File: config.mk
export PLATFORM = sky130hd
export DESIGN_NAME = apb_rr_arbiter
export DESIGN_NICKNAME = d
export VERILOG_FILES = /design/src/rtl/apb_rr_arbiter.sv
export SDC_FILE = /design/constraint.sdc
export NUM_CORES = 1
export LEC_CHECK = 0
export ABC_AREA = 1
export CAP_MARGIN = 20
export CORE_ASPECT_RATIO = 0.7
export CORE_MARGIN = 2
export CORE_UTILIZATION = 46
export CTS_BUF_LIST = sky130_fd_sc_hd__clkbuf_4
export DETAILED_ROUTE_END_ITERATION = 6
export GPL_ROUTABILITY_DRIVEN = 1
export HOLD_SLACK_MARGIN = 0.02
export PLACE_DENSITY = 0.81
export SKIP_CTS_REPAIR_TIMING = 1
export SYNTH_ARGS = -nofsm -noshare
export SYNTH_HDL_FRONTEND = slang
export SYNTH_SLANG_ARGS = --single-unit
File: constraint.sdc
create_clock -name PCLK -period 1.7 [get_ports PCLK]
set_input_delay 0.255 -clock PCLK [delete_from_list [all_inputs] [get_ports PCLK]]
set_output_delay 0.255 -clock PCLK [all_outputs]
set_load 0.02 [all_outputs]
File: src/rtl/apb_rr_arbiter.sv
// Two-requester round-robin arbiter in front of one APB master port. PADDR[8]
// selects the slave, and a per-transfer wait-state budget aborts stalled accesses.
module apb_rr_arbiter #(
    parameter int unsigned TIMEOUT = 15
) (
    input  logic       PCLK,
    input  logic       PRESET,
    input  logic       req0_valid,
    input  logic       req0_write,
    input  logic [8:0] req0_addr,
    input  logic [7:0] req0_wdata,
    output logic       req0_ready,
    output logic       req0_done,
    output logic [7:0] req0_rdata,
    output logic       req0_err,
    input  logic       req1_valid,
    input  logic       req1_write,
    input  logic [8:0] req1_addr,
    input  logic [7:0] req1_wdata,
    output logic       req1_ready,
    output logic       req1_done,
    output logic [7:0] req1_rdata,
    output logic       req1_err,
    output logic       PSEL1,
    output logic       PSEL2,
    output logic       PENABLE,
    output logic [8:0] PADDR,
    output logic       PWRITE,
    output logic [7:0] PWDATA,
    input  logic [7:0] PRDATA,
    input  logic       PREADY,
    input  logic       PSLVERR
);
    localparam int unsigned AW = 9;
    localparam int unsigned DW = 8;
    localparam int unsigned CW = 8;

    typedef enum logic [1:0] {S_IDLE, S_SETUP, S_ACCESS} state_e;

    state_e        state_q;
    logic          last_q;
    logic [CW-1:0] wait_q;
    logic [AW-1:0] paddr_q;
    logic          pwrite_q;
    logic [DW-1:0] pwdata_q;
    logic          psel1_q;
    logic          psel2_q;
    logic          penable_q;
    logic          done0_q;
    logic          done1_q;
    logic          err0_q;
    logic          err1_q;
    logic [DW-1:0] rdata0_q;
    logic [DW-1:0] rdata1_q;

    logic          gnt0;
    logic          gnt1;
    logic [AW-1:0] gnt_addr;
    logic          gnt_write;
    logic [DW-1:0] gnt_wdata;
    logic          xfer_end;
    logic          end_err;
    logic [DW-1:0] end_rdata;

    // A lone requester wins outright; a tie goes to the one not served last.
    always_comb begin
        gnt0 = 1'b0;
        gnt1 = 1'b0;
        if (state_q == S_IDLE && !PRESET) begin
            if (req0_valid && req1_valid) begin
                gnt0 = last_q;
                gnt1 = ~last_q;
            end else begin
                gnt0 = req0_valid;
                gnt1 = req1_valid;
            end
        end
    end

    assign gnt_addr  = gnt1 ? req1_addr  : req0_addr;
    assign gnt_write = gnt1 ? req1_write : req0_write;
    assign gnt_wdata = gnt1 ? req1_wdata : req0_wdata;

    // PREADY wins over the timeout when both land on the same edge.
    assign xfer_end  = (state_q == S_ACCESS) && (PREADY || (wait_q == CW'(TIMEOUT)));
    assign end_err   = PREADY ? PSLVERR : 1'b1;
    assign end_rdata = (PREADY && !pwrite_q) ? PRDATA : '0;

    always_ff @(posedge PCLK or posedge PRESET) begin
        if (PRESET) begin
            state_q   <= S_IDLE;
            last_q    <= 1'b1;
            wait_q    <= '0;
            paddr_q   <= '0;
            pwrite_q  <= 1'b0;
            pwdata_q  <= '0;
            psel1_q   <= 1'b0;
            psel2_q   <= 1'b0;
            penable_q <= 1'b0;
            done0_q   <= 1'b0;
            done1_q   <= 1'b0;
            err0_q    <= 1'b0;
            err1_q    <= 1'b0;
            rdata0_q  <= '0;
            rdata1_q  <= '0;
        end else begin
            done0_q <= 1'b0;
            done1_q <= 1'b0;
            case (state_q)
                S_IDLE: begin
                    if (gnt0 || gnt1) begin
                        paddr_q  <= gnt_addr;
                        pwrite_q <= gnt_write;
                        pwdata_q <= gnt_wdata;
                        psel1_q  <= ~gnt_addr[AW-1];
                        psel2_q  <= gnt_addr[AW-1];
                        last_q   <= gnt1;
                        wait_q   <= '0;
                        state_q  <= S_SETUP;
                    end
                end
                S_SETUP: begin
                    penable_q <= 1'b1;
                    state_q   <= S_ACCESS;
                end
                S_ACCESS: begin
                    if (xfer_end) begin
                        // last_q still names the owner of the running transfer.
                        if (last_q) begin
                            done1_q  <= 1'b1;
                            err1_q   <= end_err;
                            rdata1_q <= end_rdata;
                        end else begin
                            done0_q  <= 1'b1;
                            err0_q   <= end_err;
                            rdata0_q <= end_rdata;
                        end
                        psel1_q   <= 1'b0;
                        psel2_q   <= 1'b0;
                        penable_q <= 1'b0;
                        state_q   <= S_IDLE;
                    end else begin
                        wait_q <= wait_q + CW'(1);
                    end
                end
                default: state_q <= S_IDLE;
            endcase
        end
    end

    assign req0_ready = gnt0;
    assign req1_ready = gnt1;
    assign req0_done  = done0_q;
    assign req1_done  = done1_q;
    assign req0_rdata = rdata0_q;
    assign req1_rdata = rdata1_q;
    assign req0_err   = err0_q;
    assign req1_err   = err1_q;
    assign PSEL1      = psel1_q;
    assign PSEL2      = psel2_q;
    assign PENABLE    = penable_q;
    assign PADDR      = paddr_q;
    assign PWRITE     = pwrite_q;
    assign PWDATA     = pwdata_q;

endmodule

# --- Word-level counts from Yosys, hierarchy flattened ---
# Cells that the tools add are included.
totals:
  out_inout_bits: 43
  register_bits: 52
classes:
  muxes: 27
  n_eq_ne: 6
  n_bitwise: 2
  n_reduce_logical: 18
  addsub: 1
op_table:
  columns: ["operator", "count"]
  rows:
  - ["8-bit two-way mux", 4]
  - ["8-bit one-hot mux with 2 select lines", 1]
  - ["1-bit two-way mux", 15]
  - ["3-bit AND reduction", 4]
  - ["9-bit two-way mux", 1]
  - ["8-bit by 1-bit adder with 8-bit output (second input constant)", 1]
  - ["8-bit by 4-bit == test with 1-bit output (second input constant)", 1]
  - ["1-bit one-hot mux with 2 select lines", 3]
  - ["2-bit one-hot mux with 3 select lines", 1]
  - ["2-bit AND reduction", 3]
  - ["1-bit logical AND", 4]
  - ["2-bit two-way mux", 2]
  - ["2-bit != test (second input constant)", 2]
  - ["2-bit nonzero test", 2]
  - ["2-bit by 1-bit == test with 1-bit output (second input constant)", 1]
  - ["2-bit == test (second input constant)", 1]
  - ["1-bit zero test", 2]
  - ["2-bit zero test", 1]
  - ["1-bit logical OR", 2]
  - ["2-bit by 1-bit != test with 1-bit output (second input constant)", 1]
  - ["1-bit inverter", 2]

# --- Longest topological paths before layout ---
depth:
  depth_word: 7
  ltp_mapped: 9
  depth_no_buf: 8

# --- Worst setup path before layout ---
# No wires, ideal clock.
synth_path:
  path_kind: "reg2out"
  from: "register last_q"
  to: "output port req0_ready"
  path_stages_with_launch: 4
  path_slack_ns: 0.290
  required_time_ns: 1.445
  path_buffers: 1
  arrival_time_ns: 1.155
  path_cell_list: "dfstp_2 > inv_1 > clkbuf_1 > a21oi_1"
synth_via:
  elab_chain_len: 2
synth_lines:
  columns: ["element", "line", "source"]
  rows:
  - ["from (decl)", "41", "logic last_q;"]
  - ["from (signal assigned)", "117", "last_q <= gnt1;"]
  - ["1-bit two-way mux", "70", "if (req0_valid && req1_valid) begin"]
  - ["1-bit two-way mux", "69", "if (state_q == S_IDLE && !PRESET) begin"]
  - ["to (decl)", "12", "output logic req0_ready,"]
# No other way between the ends.

# --- Worst setup path after layout ---
layout_path:
  from: "register paddr_q[0] (netlist: PADDR[0])"
  to: "output port PADDR[0]"
layout_rtl:
  columns: ["element", "line", "source"]
  rows:
  - ["from (decl)", "43", "logic [AW-1:0] paddr_q;"]
  - ["from (signal assigned)", "112", "paddr_q <= gnt_addr;"]
  - ["to (decl)", "27", "output logic [8:0] PADDR,"]
# No word-level cell between the ends.

==> results <==
## metrics by stage
step,utilization [%],std cells,total power [mW]
finish,72.49,531,5.071
CTS,71.27,531,5.130
global route,72.49,531,5.429
detailed placement,70.06,523,4.539
floorplan,-,348,3.229
global placement,70.06,523,4.489
## synth_stat cells, types with 2 or more instances
master	count	area share (%)
buf_2	7	1.4
clkbuf_1	4	0.58
buf_4	2	0.58
o21ai_0	2	0.39
buf_6	3	1.3
or2_2	2	0.48
nor3b_1	2	0.58
inv_2	3	0.44
nand2_1	184	27
inv_1	22	3.2
dfrtp_1	51	49
nand3_1	17	3.3
nor2_1	20	2.9
nand4_1	18	4.4
## registers in the layout, summed over array words and instances (netlist names), 2 cells and up
name        cells
req1_rdata      8
wait_q          8
state_q         2
PADDR           9
req0_rdata      8
PWDATA          8
## power groups by stage
stage               logic, mW  registers, mW  clock network [mW]
global route             2.77           1.99               0.665
CTS                      2.58           1.95               0.603
global placement         2.52           1.97                   0
finish                   2.54           1.94               0.589
detailed placement       2.57           1.97                   0
floorplan               0.763           2.47                   0
## layout make-up
type	count	share of cell area (%)
clock buffers	5	0.9696
repair buffers	119	30.96
clock inverters	3	0.7111
inverters	25	2.424
multi-input cells	255	28.96
well taps	72	2.327
flip-flops and latches	52	33.65
## layer usage
metal,up-vias,part of all wire [%]
met4,0,0.88
met1,1160,46
li1,1306,-
met3,6,7.5
met5,-,0
met2,73,46
## cell usage in the layout, fill, tap and decap left out
cell type / netlist / final
dlymetal6s2s_1: 0 / 17
ha_1: 1 / 1
inv_8: 0 / 1
inv_1: 22 / 21
or2_2: 2 / 2
clkbuf_4: 0 / 6
a21oi_2: 0 / 1
buf_12: 0 / 3
o21a_1: 1 / 1
clkdlybuf4s50_1: 0 / 73
nand3_2: 1 / 1
dfrtp_1: 51 / 51
o21ai_2: 0 / 1
a21boi_1: 1 / 1
dfstp_2: 1 / 1
nand3_1: 17 / 16
clkinvlp_4: 0 / 1
nand3b_1: 1 / 1
nand2_1: 184 / 184
buf_4: 2 / 25
nand4_1: 18 / 18
inv_2: 3 / 4
nor2_1: 20 / 20
o21ai_0: 2 / 2
clkinv_4: 0 / 1
nand2_4: 0 / 1
nand3_4: 1 / 2
nor3b_1: 2 / 2
nor3_4: 0 / 1
## worst max path at each step
stage	startpoint	to	depth (start not counted)
2_1_floorplan	PRESET	PADDR[0]	1
3_3_place_gp	PRESET	req1_ready	5
3_5_place_dp	PRESET	req1_ready	5
4_1_cts	state_q[0]	req1_ready	4
5_1_grt	state_q[1]	req1_ready	4
6_report	PADDR[0]	PADDR[0]	1
## worst min-delay path, stage by stage
cell and delay [ns]:
clkdlybuf4s50_1 0.46, buf_4 0.16, inv_2 0.33
## kinds of logic (layout without fill, tap and decap cells)
| kind of cell | after synthesis | in the layout | synth area share, % |
|---|---|---|---|
| DFF | 52 | 52 | 50.39 |
| AOI/OAI and AO/OA | 6 | 6 | 1.355 |
| and+or+nand+nor | 248 | 248 | 40.32 |
| adders and majority gates | 1 | 1 | 0.4839 |
| buffers and inverters | 41 | 152 | 7.453 |
==> metrics.cfg <==
[synth]
netlist_instances=348
synth-main-ff-cell=dfrtp_1
synthDistinctLibCells=25
avgSynthCellArea_um2=7.428
syn_area_um2=2585
async_flop_share_pct=100.0
ys_warn_count=0
synth_nets=399
synth_edf_count=0
ys_seq_elements=52
seq_area_frac_synth_pct=50.39

[floorplan]
coreArea_um2=5340
num_rows=22
die_y_um=66.72
pin_count=93
die_area_um2=6245
die-width_um=93.60
start_util_pct=48.41

[route]
drc=0
avgViaCountPerCell=4.793
drt_iter0_markers=142
vias=2545
drt-wirelength-per-cell_um=12.17
dr.pass1.iters=4
routed_wl_mm=6.461
ant_nets=0

[clock_network]
clk_pin_slew_ns=0.16
cts.sinks=52
htree_levels=2
clkLatencyLatePin_ns=0.38
cts_root_buf=clkbuf_4
cts_buffers=5
clk_path_buf_depth=2
cts_tree=yes

[timing]
tns_ns=0
setup_ws_ns=0.04965
min_period_ns=1.650
maxSlewHeadroom_pct=69.87
slew_viol_final=0
whs_ns=0.3672
fmax_mhz=605.9
setup_violations=0
min_period_over_period_pct=97.08
worst_pin_slew_ns=0.4513
hold_viol_final=0
rsz0062_at_grt=true
fin_skew_ns=0.01766

[setup_path]
criticalPathCategory=flip-flop to primary output
path_cells=clkdlybuf4s50_1
cp-start-kind=flip-flop
reg2reg_from=wait_q[1]
crit_family=buffers and inverters
endpoint_kind=primary output
slowest_delay_ns=0.61
crit_required_ns=1.44
crit_buf_inv=1
r2r_cells=8
cp_slowest_cell=clkdlybuf4s50_1
crit_fanout=2
arrival_ns=1.40
rr_endpoint=req0_rdata[0]
regToRegSetupSlack_ns=0.11

[layout]
diodes=0
multiInputGateArea_um2=1121
fillers=423
seqCellArea_um2=1303
nNetsFinal=509
drive_gt1_share_pct=11.11
design_area_um2=3871
areaGrowthSynthToFinish_pct=49.76

[grt]
grtUsageTotal_pct=22.58
grt_antenna_before_repair=0
grt_first_pass_wirelength_mm=10.95
grt-ovfl-total=0
met1_usage_pct=30.64
grt.busiest_layer=met2
use_met3_pct=6.561
grt_start_max_net_pins=22
met2_usage_pct=35.79
grt_pass1_vias=2442

[hold_path]
hold_class=input pin to asynchronous set/reset pin

[run]
cap_violations=0

[power]
powerDensity_nw_per_um2=1310
p_leak_nw=2.200
p_sw_share_pct=40.43
clockPowerShare_pct=11.6
seq_power_share_pct=38.3
power_switching_mw=2.050
ir_drop_uv=572.1
intPower_mw=3.020
pwr-share-comb_pct=50.0

[placement]
pre_cts_slack_ns=-0.2865
placed_cell_area_um2=3741
gp_congestion=0.8537
hpwl_mm=5.120
portBuffers=92

[outcome]
status=completed

No activity file was read; power rests on OpenSTA's default activity.
